### config.mk
export PLATFORM = sky130hd
export DESIGN_NAME = dll_lock_ctrl
export DESIGN_NICKNAME = d
export VERILOG_FILES = /design/src/rtl/dll_lock_ctrl.sv
export SDC_FILE = /design/constraint.sdc
export NUM_CORES = 1
export LEC_CHECK = 0
export CAP_MARGIN = 5
export CORE_ASPECT_RATIO = 1.4
export CORE_MARGIN = 3
export CORE_UTILIZATION = 35
export CTS_CLUSTER_DIAMETER = 50
export DETAILED_ROUTE_END_ITERATION = 7
export PLACE_DENSITY = 0.57
export SKIP_LAST_GASP = 1
export SLEW_MARGIN = 25
export SYNTH_ARGS = -nofsm -noshare
export SYNTH_HDL_FRONTEND = slang
export SYNTH_SLANG_ARGS = --single-unit
### constraint.sdc
create_clock -name clk -period 10 [get_ports clk]
set_input_delay 2 -clock clk [delete_from_list [all_inputs] [get_ports clk]]
set_output_delay 2 -clock clk [all_outputs]
set_load 0.1 [all_outputs]
### src/rtl/dll_lock_ctrl.sv
// Digital lock controller for the DLL: filters early/late phase-detector samples and steps
// the delay-line code through coarse acquisition, fine tracking and lock detection.
module dll_lock_ctrl #(
   parameter int CODE_W      = 6,
   parameter int CODE_INIT   = 32,
   parameter int FILT_W      = 4,
   parameter int FILT_THR    = 4,
   parameter int COARSE_STEP = 4,
   parameter int LOCK_REV    = 4
) (
   input  logic              clk,
   input  logic              rst_n,
   input  logic              ena,
   input  logic              pd_early,
   input  logic              pd_late,
   output logic [CODE_W-1:0] delay_code,
   output logic              upd_strobe,
   output logic              locked,
   output logic              fault,
   output logic [2:0]        state
);

   localparam int REV_W = $clog2(LOCK_REV + 1);

   localparam logic [CODE_W-1:0]        CODE_MAX  = {CODE_W{1'b1}};
   localparam logic [CODE_W-1:0]        CODE_ZERO = {CODE_W{1'b0}};
   localparam logic [CODE_W-1:0]        CODE_RST  = CODE_W'(CODE_INIT);
   localparam logic [CODE_W-1:0]        CODE_ONE  = CODE_W'(1);
   localparam logic [CODE_W-1:0]        STEP_C    = CODE_W'(COARSE_STEP);
   localparam logic [REV_W-1:0]         REV_ZERO  = {REV_W{1'b0}};
   localparam logic [REV_W-1:0]         REV_ONE   = REV_W'(1);
   localparam logic [REV_W-1:0]         REV_LOCK  = REV_W'(LOCK_REV);
   localparam logic signed [FILT_W-1:0] ACC_ZERO  = {FILT_W{1'b0}};
   localparam logic signed [FILT_W:0]   D_ZERO    = {(FILT_W+1){1'b0}};
   localparam logic signed [FILT_W:0]   D_UP      = (FILT_W+1)'(1);
   localparam logic signed [FILT_W:0]   D_DN      = (FILT_W+1)'(-1);
   localparam logic signed [FILT_W:0]   THR_P     = (FILT_W+1)'(FILT_THR);
   localparam logic signed [FILT_W:0]   THR_N     = (FILT_W+1)'(-FILT_THR);

   typedef enum logic [2:0] {
      ST_IDLE    = 3'd0,
      ST_ACQUIRE = 3'd1,
      ST_TRACK   = 3'd2,
      ST_LOCKED  = 3'd3,
      ST_FAULT   = 3'd4
   } state_e;

   state_e                     state_q, state_d;
   logic [CODE_W-1:0]          code_q, code_d;
   logic signed [FILT_W-1:0]   acc_q, acc_d;
   logic [REV_W-1:0]           rev_cnt_q, rev_cnt_d;
   logic                       last_dir_q, last_dir_d;
   logic                       dir_valid_q, dir_valid_d;
   logic                       same_seen_q, same_seen_d;
   logic                       strobe_q, strobe_d;
   logic                       locked_q, locked_d;
   logic                       fault_q, fault_d;

   logic signed [FILT_W:0]     d_s;
   logic signed [FILT_W:0]     acc_ext_s;
   logic signed [FILT_W:0]     acc_n_s;
   logic                       ev_up_s;
   logic                       ev_dn_s;
   logic                       event_s;
   logic                       reversal_s;
   logic                       sat_s;
   logic [CODE_W-1:0]          fine_code_s;
   logic [CODE_W-1:0]          coarse_code_s;
   logic [REV_W-1:0]           rev_inc_s;

   // Loop filter, event decode and candidate codes for the current cycle
   always_comb begin
      d_s = D_ZERO;
      if (pd_early && !pd_late) begin
         d_s = D_UP;
      end else if (pd_late && !pd_early) begin
         d_s = D_DN;
      end else begin
         d_s = D_ZERO;
      end

      acc_ext_s  = {acc_q[FILT_W-1], acc_q};
      acc_n_s    = acc_ext_s + d_s;
      ev_up_s    = (acc_n_s >= THR_P);
      ev_dn_s    = (acc_n_s <= THR_N);
      event_s    = ev_up_s || ev_dn_s;
      // last_dir stores 1 for UP; it is meaningless until the first event of a run
      reversal_s = dir_valid_q && (ev_up_s != last_dir_q);
      sat_s      = (ev_up_s && (code_q == CODE_MAX)) || (ev_dn_s && (code_q == CODE_ZERO));
      rev_inc_s  = rev_cnt_q + REV_ONE;

      if (ev_up_s) begin
         fine_code_s = code_q + CODE_ONE;
      end else begin
         fine_code_s = code_q - CODE_ONE;
      end

      // Coarse steps clamp at the rails instead of wrapping
      if (ev_up_s) begin
         if (code_q > (CODE_MAX - STEP_C)) begin
            coarse_code_s = CODE_MAX;
         end else begin
            coarse_code_s = code_q + STEP_C;
         end
      end else begin
         if (code_q < STEP_C) begin
            coarse_code_s = CODE_ZERO;
         end else begin
            coarse_code_s = code_q - STEP_C;
         end
      end
   end

   // Next-state and next-output logic of the lock FSM
   always_comb begin
      state_d     = state_q;
      code_d      = code_q;
      acc_d       = acc_q;
      rev_cnt_d   = rev_cnt_q;
      last_dir_d  = last_dir_q;
      dir_valid_d = dir_valid_q;
      same_seen_d = same_seen_q;
      strobe_d    = 1'b0;

      if (!ena) begin
         state_d     = ST_IDLE;
         code_d      = CODE_RST;
         acc_d       = ACC_ZERO;
         rev_cnt_d   = REV_ZERO;
         dir_valid_d = 1'b0;
         same_seen_d = 1'b0;
      end else begin
         case (state_q)
            ST_IDLE: begin
               state_d     = ST_ACQUIRE;
               acc_d       = ACC_ZERO;
               dir_valid_d = 1'b0;
               same_seen_d = 1'b0;
            end

            ST_ACQUIRE: begin
               if (!event_s) begin
                  acc_d = acc_n_s[FILT_W-1:0];
               end else if (sat_s) begin
                  acc_d   = ACC_ZERO;
                  state_d = ST_FAULT;
               end else begin
                  acc_d       = ACC_ZERO;
                  strobe_d    = 1'b1;
                  last_dir_d  = ev_up_s;
                  dir_valid_d = 1'b1;
                  if (reversal_s) begin
                     code_d    = fine_code_s;
                     state_d   = ST_TRACK;
                     rev_cnt_d = REV_ONE;
                  end else begin
                     code_d = coarse_code_s;
                  end
               end
            end

            ST_TRACK: begin
               if (!event_s) begin
                  acc_d = acc_n_s[FILT_W-1:0];
               end else if (sat_s) begin
                  acc_d   = ACC_ZERO;
                  state_d = ST_FAULT;
               end else begin
                  acc_d       = ACC_ZERO;
                  strobe_d    = 1'b1;
                  code_d      = fine_code_s;
                  last_dir_d  = ev_up_s;
                  dir_valid_d = 1'b1;
                  if (!reversal_s) begin
                     rev_cnt_d = REV_ONE;
                  end else if (rev_inc_s >= REV_LOCK) begin
                     rev_cnt_d   = rev_inc_s;
                     state_d     = ST_LOCKED;
                     same_seen_d = 1'b0;
                  end else begin
                     rev_cnt_d = rev_inc_s;
                  end
               end
            end

            ST_LOCKED: begin
               if (!event_s) begin
                  acc_d = acc_n_s[FILT_W-1:0];
               end else if (sat_s) begin
                  acc_d   = ACC_ZERO;
                  state_d = ST_FAULT;
               end else begin
                  acc_d       = ACC_ZERO;
                  strobe_d    = 1'b1;
                  code_d      = fine_code_s;
                  last_dir_d  = ev_up_s;
                  dir_valid_d = 1'b1;
                  // A second same-direction event in a row means real drift, not dither
                  if (reversal_s) begin
                     same_seen_d = 1'b0;
                  end else if (same_seen_q) begin
                     same_seen_d = 1'b0;
                     state_d     = ST_TRACK;
                     rev_cnt_d   = REV_ONE;
                  end else begin
                     same_seen_d = 1'b1;
                  end
               end
            end

            ST_FAULT: begin
               state_d = ST_FAULT;
            end

            default: begin
               state_d     = ST_IDLE;
               code_d      = CODE_RST;
               acc_d       = ACC_ZERO;
               rev_cnt_d   = REV_ZERO;
               dir_valid_d = 1'b0;
               same_seen_d = 1'b0;
            end
         endcase
      end

      locked_d = (state_d == ST_LOCKED);
      fault_d  = (state_d == ST_FAULT);
   end

   // State and output registers with synchronous active-low reset
   always_ff @(posedge clk) begin
      if (!rst_n) begin
         state_q     <= ST_IDLE;
         code_q      <= CODE_RST;
         acc_q       <= ACC_ZERO;
         rev_cnt_q   <= REV_ZERO;
         last_dir_q  <= 1'b0;
         dir_valid_q <= 1'b0;
         same_seen_q <= 1'b0;
         strobe_q    <= 1'b0;
         locked_q    <= 1'b0;
         fault_q     <= 1'b0;
      end else begin
         state_q     <= state_d;
         code_q      <= code_d;
         acc_q       <= acc_d;
         rev_cnt_q   <= rev_cnt_d;
         last_dir_q  <= last_dir_d;
         dir_valid_q <= dir_valid_d;
         same_seen_q <= same_seen_d;
         strobe_q    <= strobe_d;
         locked_q    <= locked_d;
         fault_q     <= fault_d;
      end
   end

   assign delay_code = code_q;
   assign upd_strobe = strobe_q;
   assign locked     = locked_q;
   assign fault      = fault_q;
   assign state      = state_q;

endmodule

==> results.toml, run 1 <==
[clock_network]
cts.sinks = 22
cts_resized = 0
clk_pin_slew_ns = 0.09
cts_buffers = 3
cts_buffer_depth = 2
insertion_delay_ns = 0.27
cts_tree = "built"
postCtsSetupRepairBufs = 0
ctsHtreeMaxLevel = 1
ctsHoldBuffers = 0
cts-root-buf = "clkbuf_8"

[outcome]
status = "complete, no violations"

[worst_hold_path]
hold_path.class = "register to register"
hold_start = "same_seen_q"

[grt]
grt_max_degree = 16
gr-usage-all-layers = 0.157
antenna_found_initial = 0
overflow = 0
grt_pass1_vias = 1614
grt_first_pass_wirelength_mm = 7.69

[logic_synthesis]
synth_edf_count = 0
synth_top_area_frac = 0.244
synthArstFlopShare = 0
synthDistinctLibCells = 62
synth_common_cells = "dfxtp_1 (22), nand2_1 (20), a21oi_1 (19), nor2_1 (17), ha_1 (14)"
syn_area_um2 = 1810
mappedNetlistNets = 235
yosysWarnings = 0
seq_area_frac_synth = 0.244
synth_flop_cell = "dfxtp_1"
synthTopCellsByArea = "dfxtp_1 (24%), ha_1 (9.7%), a21oi_1 (5.3%)"
syn_avg_cell_area_um2 = 8.40
ys_ff_latch = 22
synth_most_common_cell = "dfxtp_1"
yosysTopAreaCell = "dfxtp_1"
synth_cells = 215

[power]
clkPwrFrac = 0.395
peakVddDrop_mv = 0.0500
p_sw_mw = 0.0619
powerDensity_nw_per_um2 = 105
swShare = 0.281
p_leak_nw = 0.815
comb_power_share = 0.193
power_frac_seq = 0.413
p_int_mw = 0.158
power.total_mw = 0.220

[worst_setup_path]
r2r-start = "acc_q[1]"
end_kind = "register"
crit_type = "input port to register"
worstPathRequired_ns = 10.16
arrival_ns = 5.70
startpoint = "pd_early"
cp-start-kind = "input port"
crit_fanout = 11

[cells_and_area]
layout-area-overhead-vs-synth_pct = 15.9
drive_above_1_share = 0.0961
utilization = 0.426
fin_nets = 250
antenna_cells = 0

[placed_design]
portBuffers = 16
gp_congestion = 0.839
hpwl_mm = 3.31

[route]
ant_nets = 0
drt_pass1_iterations = 4
drt_iter0_drc = 108
vias_per_cell = 5.69
wl_per_cell_um = 15.2
wl_mm = 4.45
vias = 1667
remaining_drc_errors = 0

[floorplanning]
die_area_um2 = 6070
die_x_um = 66.7
start_util = 0.367
rows = 30
ios = 17
die_y_um = 91.0
coreArea_um2 = 4920

[timing]
drv_slew = 0
skew_ns = 0.00730
setup_viol = 0
worst_pin_slew_ns = 0.970
rsz0062_at_grt = "false"
hold_viol_final = 0
slew-limit-headroom = 0.351
fmax_mhz = 181
timing.setup.tns_ns = 0
period_share = 0.554
post-route-min-period_ns = 5.54

[job]
max_cap_violations = 0
## routing by layer
metal,vias up,wire length [µm],global-route usage
li1,838,-,-
met1,782,1950,0.205
met2,41,2290,0.278
met3,6,155,0.00743
met4,0,57,0.0356
met5,-,0,0
## through the flow
| stage | instances | instance area, µm² | setup WS [ns] | hold WS [ns] |
|---|---|---|---|---|
| detailed placement | 289 | 2020 | 4.18 | 0.460 |
| CTS | 293 | 2090 | 4.46 | 0.473 |
| finish | 293 | 2090 | 4.46 | 0.470 |
| floorplan | 215 | 1810 | 4.86 | 0.438 |
| global placement | 289 | 2020 | 4.23 | 0.449 |
| global route | 293 | 2090 | 4.20 | 0.507 |
## worst paths after layout
kind	to	slack (ns)	cells after the start
worst max-delay path	delay_code[5]	4.46	20
worst min register to register	same_seen_q	0.47	2
worst min-delay path	same_seen_q	0.47	2
worst max register to register	delay_code[5]	6.61	16
## sequential cells by signal, summed over array words and instances, names as in the netlist, 3 cells and up
signal	cells
rev_cnt_q	3
acc_q	4
state	3
delay_code	6
## critical path, cell delays in order
cell	delay [ns]
clkdlybuf4s50_1	0.45
inv_1	0.06
ha_1	0.27
inv_1	0.04
ha_1	0.19
ha_1	0.21
a21oi_1	0.23
xnor2_1	0.18
a211o_4	0.39
nand2_4	0.12
inv_4	0.09
ha_1	0.28
a21o_1	0.17
a21o_1	0.19
a21o_1	0.18
a21oi_1	0.17
xnor2_1	0.15
xnor2_1	0.08
a32oi_1	0.15
a21oi_1	0.08
## kinds of logic (layout without fill, tap and decap cells)
logic type | Yosys count | count (layout) | share of synthesized area
adders and majority gates | 15 | 15 | 0.108
DFF | 22 | 22 | 0.244
xor gates and xnor gates | 11 | 11 | 0.0533
AOI/OAI and AO/OA | 68 | 68 | 0.294
buffers and inverters | 16 | 30 | 0.0360
muxes | 2 | 2 | 0.0180
and+or+nand+nor | 81 | 81 | 0.247
## cell usage in the layout, fill, tap and decap left out, drive strengths merged, types with 5 or more instances in the layout
| cell type | instances |
|---|---|
| nand3 | 5 |
| inv | 10 |
| nor3 | 5 |
| nand2 | 21 |
| and3 | 5 |
| xnor2 | 7 |
| clkdlybuf4s50 | 16 |
| a21oi | 19 |
| nor2b | 5 |
| dfxtp | 22 |
| ha | 14 |
| o21ai | 8 |
| nor2 | 17 |
## final cells by class
| type | count | area [µm²] |
|---|---|---|
| Clock buffer | 3 | 41.3 |
| Clock inverter | 1 | 30.0 |
| Fill cell | 511 | 2820 |
| Inverter | 10 | 40.0 |
| Multi-Input combinational cell | 177 | 1300 |
| Sequential cell | 22 | 440 |
| Tap cell | 64 | 80.1 |
| Timing Repair Buffer | 16 | 160 |
## power by group through the flow
stage	combinational (mW)	sequential (mW)	clock (mW)
after floorplan	0.0281	0.0969	0
after global routing	0.0465	0.0910	0.0903
after CTS	0.0424	0.0906	0.0871
after global placement	0.0420	0.0928	0
final	0.0424	0.0907	0.0868
after detailed placement	0.0422	0.0927	0
Power figures use the tool's default switching activity.
==> inputs of run 2 (changes only) <==
- clock period: 10 -> 5.6 ns (I/O delays scaled with it)
==> run 2 against run 1 <==
Clock skew down 0.0026 ns. Routed wire length grew 0.11%. Utilization shrank 0.46 points.
==> results.toml, run 2 (synthesized netlist as in run 1, its figures left out) <==
[timing]
period_share = 0.834
hold_viol_final = 0
worst_pin_slew_ns = 0.965
hold_ws_ns = 0.470
post-route-min-period_ns = 4.67
timing.setup.tns_ns = 0
fmax_mhz = 214
skew_ns = 0.00469
drv_slew = 0
slew-limit-headroom = 0.354
setup_viol = 0
rsz0062_at_grt = "false"

[worst_hold_path]
hold_path.class = "register to register"

[clock_network]
clk_pin_slew_ns = 0.08
ctsHoldBuffers = 0
cts.sinks = 22
cts_buffer_depth = 2
ctsHtreeMaxLevel = 1
cts_resized = 0
cts_buffers = 3
insertion_delay_ns = 0.27
cts-root-buf = "clkbuf_8"
postCtsSetupRepairBufs = 0
cts_tree = "built"

[grt]
grt_pass1_vias = 1634
gr-usage-all-layers = 0.160
grt_max_degree = 16
antenna_found_initial = 0
grt_first_pass_wirelength_mm = 7.70
overflow = 0

[worst_setup_path]
cpLargestDelayFamily = "compound AO/OA/AOI/OAI gates"
arrival_ns = 4.83
cp_slowest_cell = "clkdlybuf4s50_1"
worstPathRequired_ns = 5.75
crit_fanout = 11
cp-start-kind = "input port"
end_kind = "register"
r2r_slack_ns = 2.21
crit_type = "input port to register"
crit_buf_inv = 4
cpPeakStageDelay_ns = 0.45
cpMostUsedCell = "ha_1"
cp_cell_sequence = "clkdlybuf4s50_1 -> inv_1 -> ha_1 -> inv_1 -> ha_1 -> ha_1 -> a21oi_1 -> xnor2_1 -> a211o_4 -> nand2_4 -> inv_4 -> ha_1 -> a21o_1 -> a21o_1 -> a21o_1 -> a21oi_1 -> xnor2_1 -> xnor2_1 -> a32oi_1 -> a21oi_1"

[power]
peakVddDrop_mv = 0.0727
p_leak_nw = 0.806
powerDensity_nw_per_um2 = 163

[cells_and_area]
drive_above_1_share = 0.0961
fin_area_um2 = 2070
largest_reg_flops = 6
seqCellArea_um2 = 440
utilization = 0.421
final_common_cell = "dfxtp_1"
multi_input_area_um2 = 1300
fin_nets = 251
layout-area-overhead-vs-synth_pct = 14.6
layout_common_cells = "dfxtp_1 (22), nand2_1 (20), a21oi_1 (19)"
n_fill_cell = 509
antenna_cells = 0

[outcome]
status = "complete, no violations"

[placed_design]
gp_congestion = 0.822
placedInstanceArea_um2 = 2030
portBuffers = 16
hpwl_mm = 3.35

[floorplanning]
die_y_um = 91.0
die_x_um = 66.7
rows = 30
coreArea_um2 = 4920
ios = 17
start_util = 0.367
die_area_um2 = 6070

[route]
ant_nets = 0
drt_pass1_iterations = 4
drt_iter0_drc = 76
vias_per_cell = 5.62
remaining_drc_errors = 0
vias = 1647
wl_per_cell_um = 15.2
wl_mm = 4.45

[job]
max_cap_violations = 0
run 2: cell count changes in the layout (fill, tap and decap cells not counted), sizes merged:
cell | previous run | this run
buf | 0 | 1
bufinv | 1 | 0
run 2: metrics by stage:
stage	worst slack, ns	total power, mW	cells
after floorplan	1.34	0.223	215
after global placement	0.711	0.241	290
after detailed placement	0.639	0.241	290
after CTS	0.910	0.343	293
after global routing	0.683	0.357	293
final	0.927	0.338	293
run 2: final timing paths:
path	start	to	depth (start not counted)
worst max-delay path	pd_early	delay_code[5]	20
worst min-delay path	same_seen_q	same_seen_q	2
worst max register to register	acc_q[1]	delay_code[5]	16
worst min register to register	same_seen_q	same_seen_q	2
run 2: power by group:
part | internal (mW) | leakage [nW] | switching [mW] | total [mW]
Combinational | 0.0287 | 0.607 | 0.0474 | 0.0761
Clock | 0.0482 | 0.0216 | 0.0520 | 0.100
Sequential | 0.158 | 0.178 | 0.00368 | 0.162
run 2: worst register-to-register path, delay by kind of cell (launching register included):
| kind | cells | cell delay [ns] |
|---|---|---|
| compound gates | 8 | 1.54 |
| xor+xnor | 4 | 0.61 |
| fa+ha+maj | 2 | 0.52 |
| flops | 1 | 0.38 |
| simple gates | 1 | 0.13 |
| buf+inv | 1 | 0.09 |
run 2: routing by layer:
layer / global-route usage / wire length, µm / vias up
met4: 0.0678 / 95 / 0
met5: 0 / 0 / -
met3: 0.0136 / 106 / 7
met1: 0.207 / 2000 / 766
met2: 0.265 / 2260 / 35
li1: - / - / 839
run 2: cell type report:
class	instances	share of cell area
Multi-Input combinational cell	177	0.628
Tap cell	64	0.0387
Sequential cell	22	0.213
Timing Repair Buffer	17	0.0810
Clock buffer	3	0.0199
Inverter	10	0.0193
==> inputs of run 3 (changes only) <==
- clock period: 5.6 -> 4.4 ns (I/O delays scaled with it)
==> run 3 against run 2 <==
Final cell count is 5.1% higher. Combinational power increased by 41%. Highest routed layer unchanged. Sequential power is 27% higher. Largest power group unchanged. Setup slack worse by 0.68 ns. Utilization grew 2.8 points. Register-to-register slack got worse by 0.95 ns. Clock skew grew 0.0065 ns. Worst hold slack improved by 0.014 ns.
==> results.toml, run 3 (synthesized netlist as in run 1, its figures left out) <==
[outcome]
status = "complete, no violations"

[timing]
timing.setup.tns_ns = 0
setup_viol = 0
slew-limit-headroom = 0.351
rsz0062_at_grt = "false"
drv_slew = 0
skew_ns = 0.0112
post-route-min-period_ns = 4.15
worst_pin_slew_ns = 0.971
period_share = 0.943
fmax_mhz = 241
hold_viol_final = 0

[route]
vias_per_cell = 5.58
drt_iter0_drc = 74
wl_mm = 4.53
drt_pass1_iterations = 4
wl_per_cell_um = 14.7
remaining_drc_errors = 0
vias = 1718
ant_nets = 0

[power]
peakVddDrop_mv = 0.0917
p_leak_nw = 0.887
powerDensity_nw_per_um2 = 199
power.total_mw = 0.441

[cells_and_area]
layout-area-overhead-vs-synth_pct = 22.3
largest_reg_flops = 6
antenna_cells = 0
final_common_cell = "dfxtp_1"
layout_common_cells = "dfxtp_1 (22), nand2_1 (20), nor2_1 (17), a21oi_1 (17)"
n_fill_cell = 494
fin_nets = 266
seqCellArea_um2 = 440
drive_above_1_share = 0.172
multi_input_area_um2 = 1330

[floorplanning]
ios = 17
coreArea_um2 = 4920
die_y_um = 91.0
rows = 30
start_util = 0.367
die_x_um = 66.7
die_area_um2 = 6070

[clock_network]
cts.sinks = 22
cts_tree = "built"
postCtsSetupRepairBufs = 0
cts-root-buf = "clkbuf_8"
cts_buffer_depth = 2
ctsHtreeMaxLevel = 1
cts_buffers = 3
clk_pin_slew_ns = 0.08
insertion_delay_ns = 0.27

[worst_setup_path]
cp_slowest_cell = "clkdlybuf4s50_1"
cpMostUsedCell = "ha_1"
cp_cell_sequence = "clkdlybuf4s50_1 -> inv_1 -> ha_1 -> inv_1 -> ha_1 -> ha_1 -> a21oi_2 -> xnor2_2 -> a211o_4 -> nand2_4 -> inv_4 -> ha_1 -> a21o_1 -> a21o_1 -> a21o_1 -> a21oi_2 -> xnor2_1 -> xnor2_1 -> a32oi_1 -> a21oi_1"
crit_type = "input port to register"
arrival_ns = 4.30
reg2reg_depth = 16
r2r-start = "acc_q[1]"
worstPathRequired_ns = 4.55
r2r-end = "delay_code[5]"
end_kind = "register"
cpPeakStageDelay_ns = 0.45
cp-start-kind = "input port"
crit_fanout = 3
r2r_slack_ns = 1.26

[grt]
grt_max_degree = 16
grt_pass1_vias = 1727
grt_first_pass_wirelength_mm = 7.50
antenna_found_initial = 0
gr-usage-all-layers = 0.156
overflow = 0

[placed_design]
portBuffers = 16
gp_congestion = 0.810
hpwl_mm = 3.51

[job]
max_cap_violations = 0

[worst_hold_path]
hold_start = "same_seen_q"
hold_end = "same_seen_q"
hold_path.class = "register to register"
min_path_cells = 2
==> run 3: cell count changes in the layout (fill, tap and decap cells not counted), sizes merged <==
cell and delta:
buf +15
==> run 3: power breakdown <==
part           internal, mW  leakage (nW)  switching [mW]
clock                0.0612        0.0216          0.0659
sequential            0.201         0.178         0.00478
combinational        0.0446         0.688          0.0627
==> run 3: timing repair <==
| action | 4_1_cts | 5_1_grt |
|---|---|---|
| hold buffers | 0 | 0 |
| gates resized for setup | 0 | 6 |
| endpoints found under the setup margin | 0 | 2 |
==> run 3: routing by layer <==
layer	track usage	vias to the layer above	share of wire
li1	-	862	-
met1	0.174	817	0.42
met2	0.286	29	0.53
met3	0.0149	10	0.020
met4	0.0678	0	0.024
met5	0	-	0
==> run 3: through the flow <==
stage | instances | hold WS [ns] | setup WS [ns] | area [µm²] | utilization
2_1_floorplan | 215 | 0.438 | 0.381 | 1810 | -
3_3_place_gp | 305 | 0.452 | -0.0579 | 2140 | 0.436
3_5_place_dp | 305 | 0.477 | -0.101 | 2140 | 0.436
4_1_cts | 308 | 0.489 | 0.182 | 2180 | 0.444
5_1_grt | 308 | 0.516 | 0.00466 | 2210 | 0.449
6_report | 308 | 0.484 | 0.250 | 2210 | 0.449
==> run 3: final cells by class <==
type,count,share of cell area
clock buffers,3,0.0187
inverters,10,0.0181
repair buffers,32,0.127
flip-flops and latches,22,0.199
well taps,64,0.0362
multi-input cells,177,0.601
==> run 3: worst max-delay path by stage <==
stage	from	endpoint	depth (start not counted)
after floorplan	pd_early	delay_code[5]	19
after global placement	pd_early	delay_code[5]	20
after detailed placement	pd_early	delay_code[5]	20
after CTS	pd_early	delay_code[5]	20
after global routing	pd_early	delay_code[5]	20
final	pd_early	delay_code[5]	20
==> run 3: critical path: cells and delay by family <==
| family | cells | cell delay [ns] |
|---|---|---|
| xor+xnor | 3 | 0.32 |
| compound gates | 8 | 1.49 |
| fa+ha+maj | 4 | 0.95 |
| buf+inv | 4 | 0.57 |
| simple gates | 1 | 0.08 |
==> RTL change: new RTL, flow settings as in run 3 <==
Set the parameter `FILT_W` to 6 (it was 4).
--- a/src/rtl/dll_lock_ctrl.sv
+++ b/src/rtl/dll_lock_ctrl.sv
@@ -3,7 +3,7 @@
 module dll_lock_ctrl #(
    parameter int CODE_W      = 6,
    parameter int CODE_INIT   = 32,
-   parameter int FILT_W      = 4,
+   parameter int FILT_W      = 6,
    parameter int FILT_THR    = 4,
    parameter int COARSE_STEP = 4,
    parameter int LOCK_REV    = 4
Formal check against the unedited RTL: no difference found for any inputs over 10 cycles, from zero or initial values and one cycle with rst_n low; that may be too few to reach the edited logic, so the function may still have changed.
==> RTL change against run 3 <==
Worst setup slack better by 0.017 ns. Utilization is 3.5 points higher. Hold slack better by 0.0022 ns. Synthesized area is 26% higher. Sequential cell count is 2 higher. Design area is 37% higher. Total power is 37% higher. Routed wire length is 41% higher. Highest routed layer unchanged.
==> RTL change: results (changes against run 3) <==
[outcome]
outcome = completed

[timing]
hold_slack_ns = 0.486  ; +0.00223 ns
tightest_slew_ns = 0.979  ; +0.00778 ns

[power]
vdd_drop_max_mv = 0.141  ; +54%
leakagePower_uw = 0.00122  ; +37%
swShare = 0.295  ; -0.00787

[clocking]
cts_resized = 17  ; +17

[logic_synthesis]
yosys-top-cells-area = dfxtp_1 21%, ha_1 7.2%, a21oi_1 4.0%
synth_cell_types = 76  ; +23%

[cells_and_area]
inverters = 12  ; +2
nNonClkBuffers = 64  ; +100%
multi_input_area_mm2 = 0.00181  ; +37%
num-multi-input-gates = 228  ; +29%
fin_nets = 352  ; +32%
n_sequential_cell = 24  ; +9.1%

[place]
hpwl_um = 4790  ; +37%

[drt]
drt_iter0_drc = 156  ; +110%
post_drt_via_cell_ratio = 5.64  ; +1.2%
drt_first_pass_iters = 5  ; +1

[setup_path]
slowest_delay_ns = 0.55  ; +0.10 ns
crit_slowest_cell = or4_4
reg2reg_slack_ns = 0.47  ; -0.79 ns
cp_max_fo = 4  ; +1

[global_routing]
grt_max_degree = 17  ; +1
gr-usage-met2 = 0.327  ; +0.0401

==> RTL change: cell count changes after synthesis, sizes merged, moves of 4 or more <==
cell and change:
nand3 +6, o21ai +7, or3 +5, and3b +4
buf +8, o211ai +5, nand2 +4, nand2b +4
==> RTL change: kinds of logic after synthesis <==
kind of cell | share of synthesized area
simple gates | 0.290
mux | 0.0286
buf+inv | 0.0656
xor+xnor | 0.0540
compound gates | 0.270
fa+ha+maj | 0.0804
flops | 0.212
==> RTL change: through the flow <==
step                utilization  total power [µW]  setup slack, ns  area, µm²  cells
floorplan                     -               339           0.0163       2310    281
global placement          0.438               394           -0.434       2740    389
detailed placement        0.438               394           -0.475       2740    389
CTS                       0.470               601           0.0838       2940    399
global route              0.484               630           0.0511       3030    404
finish                    0.484               603            0.267       3030    404
==> RTL change: worst min-delay path, delay by kind of cell, from the launching register on <==
family / cells / cell delay [ns]
AND/OR/NAND/NOR: 1 / 0.06
flip-flops: 1 / 0.33
AO/OA/AOI/OAI: 1 / 0.06
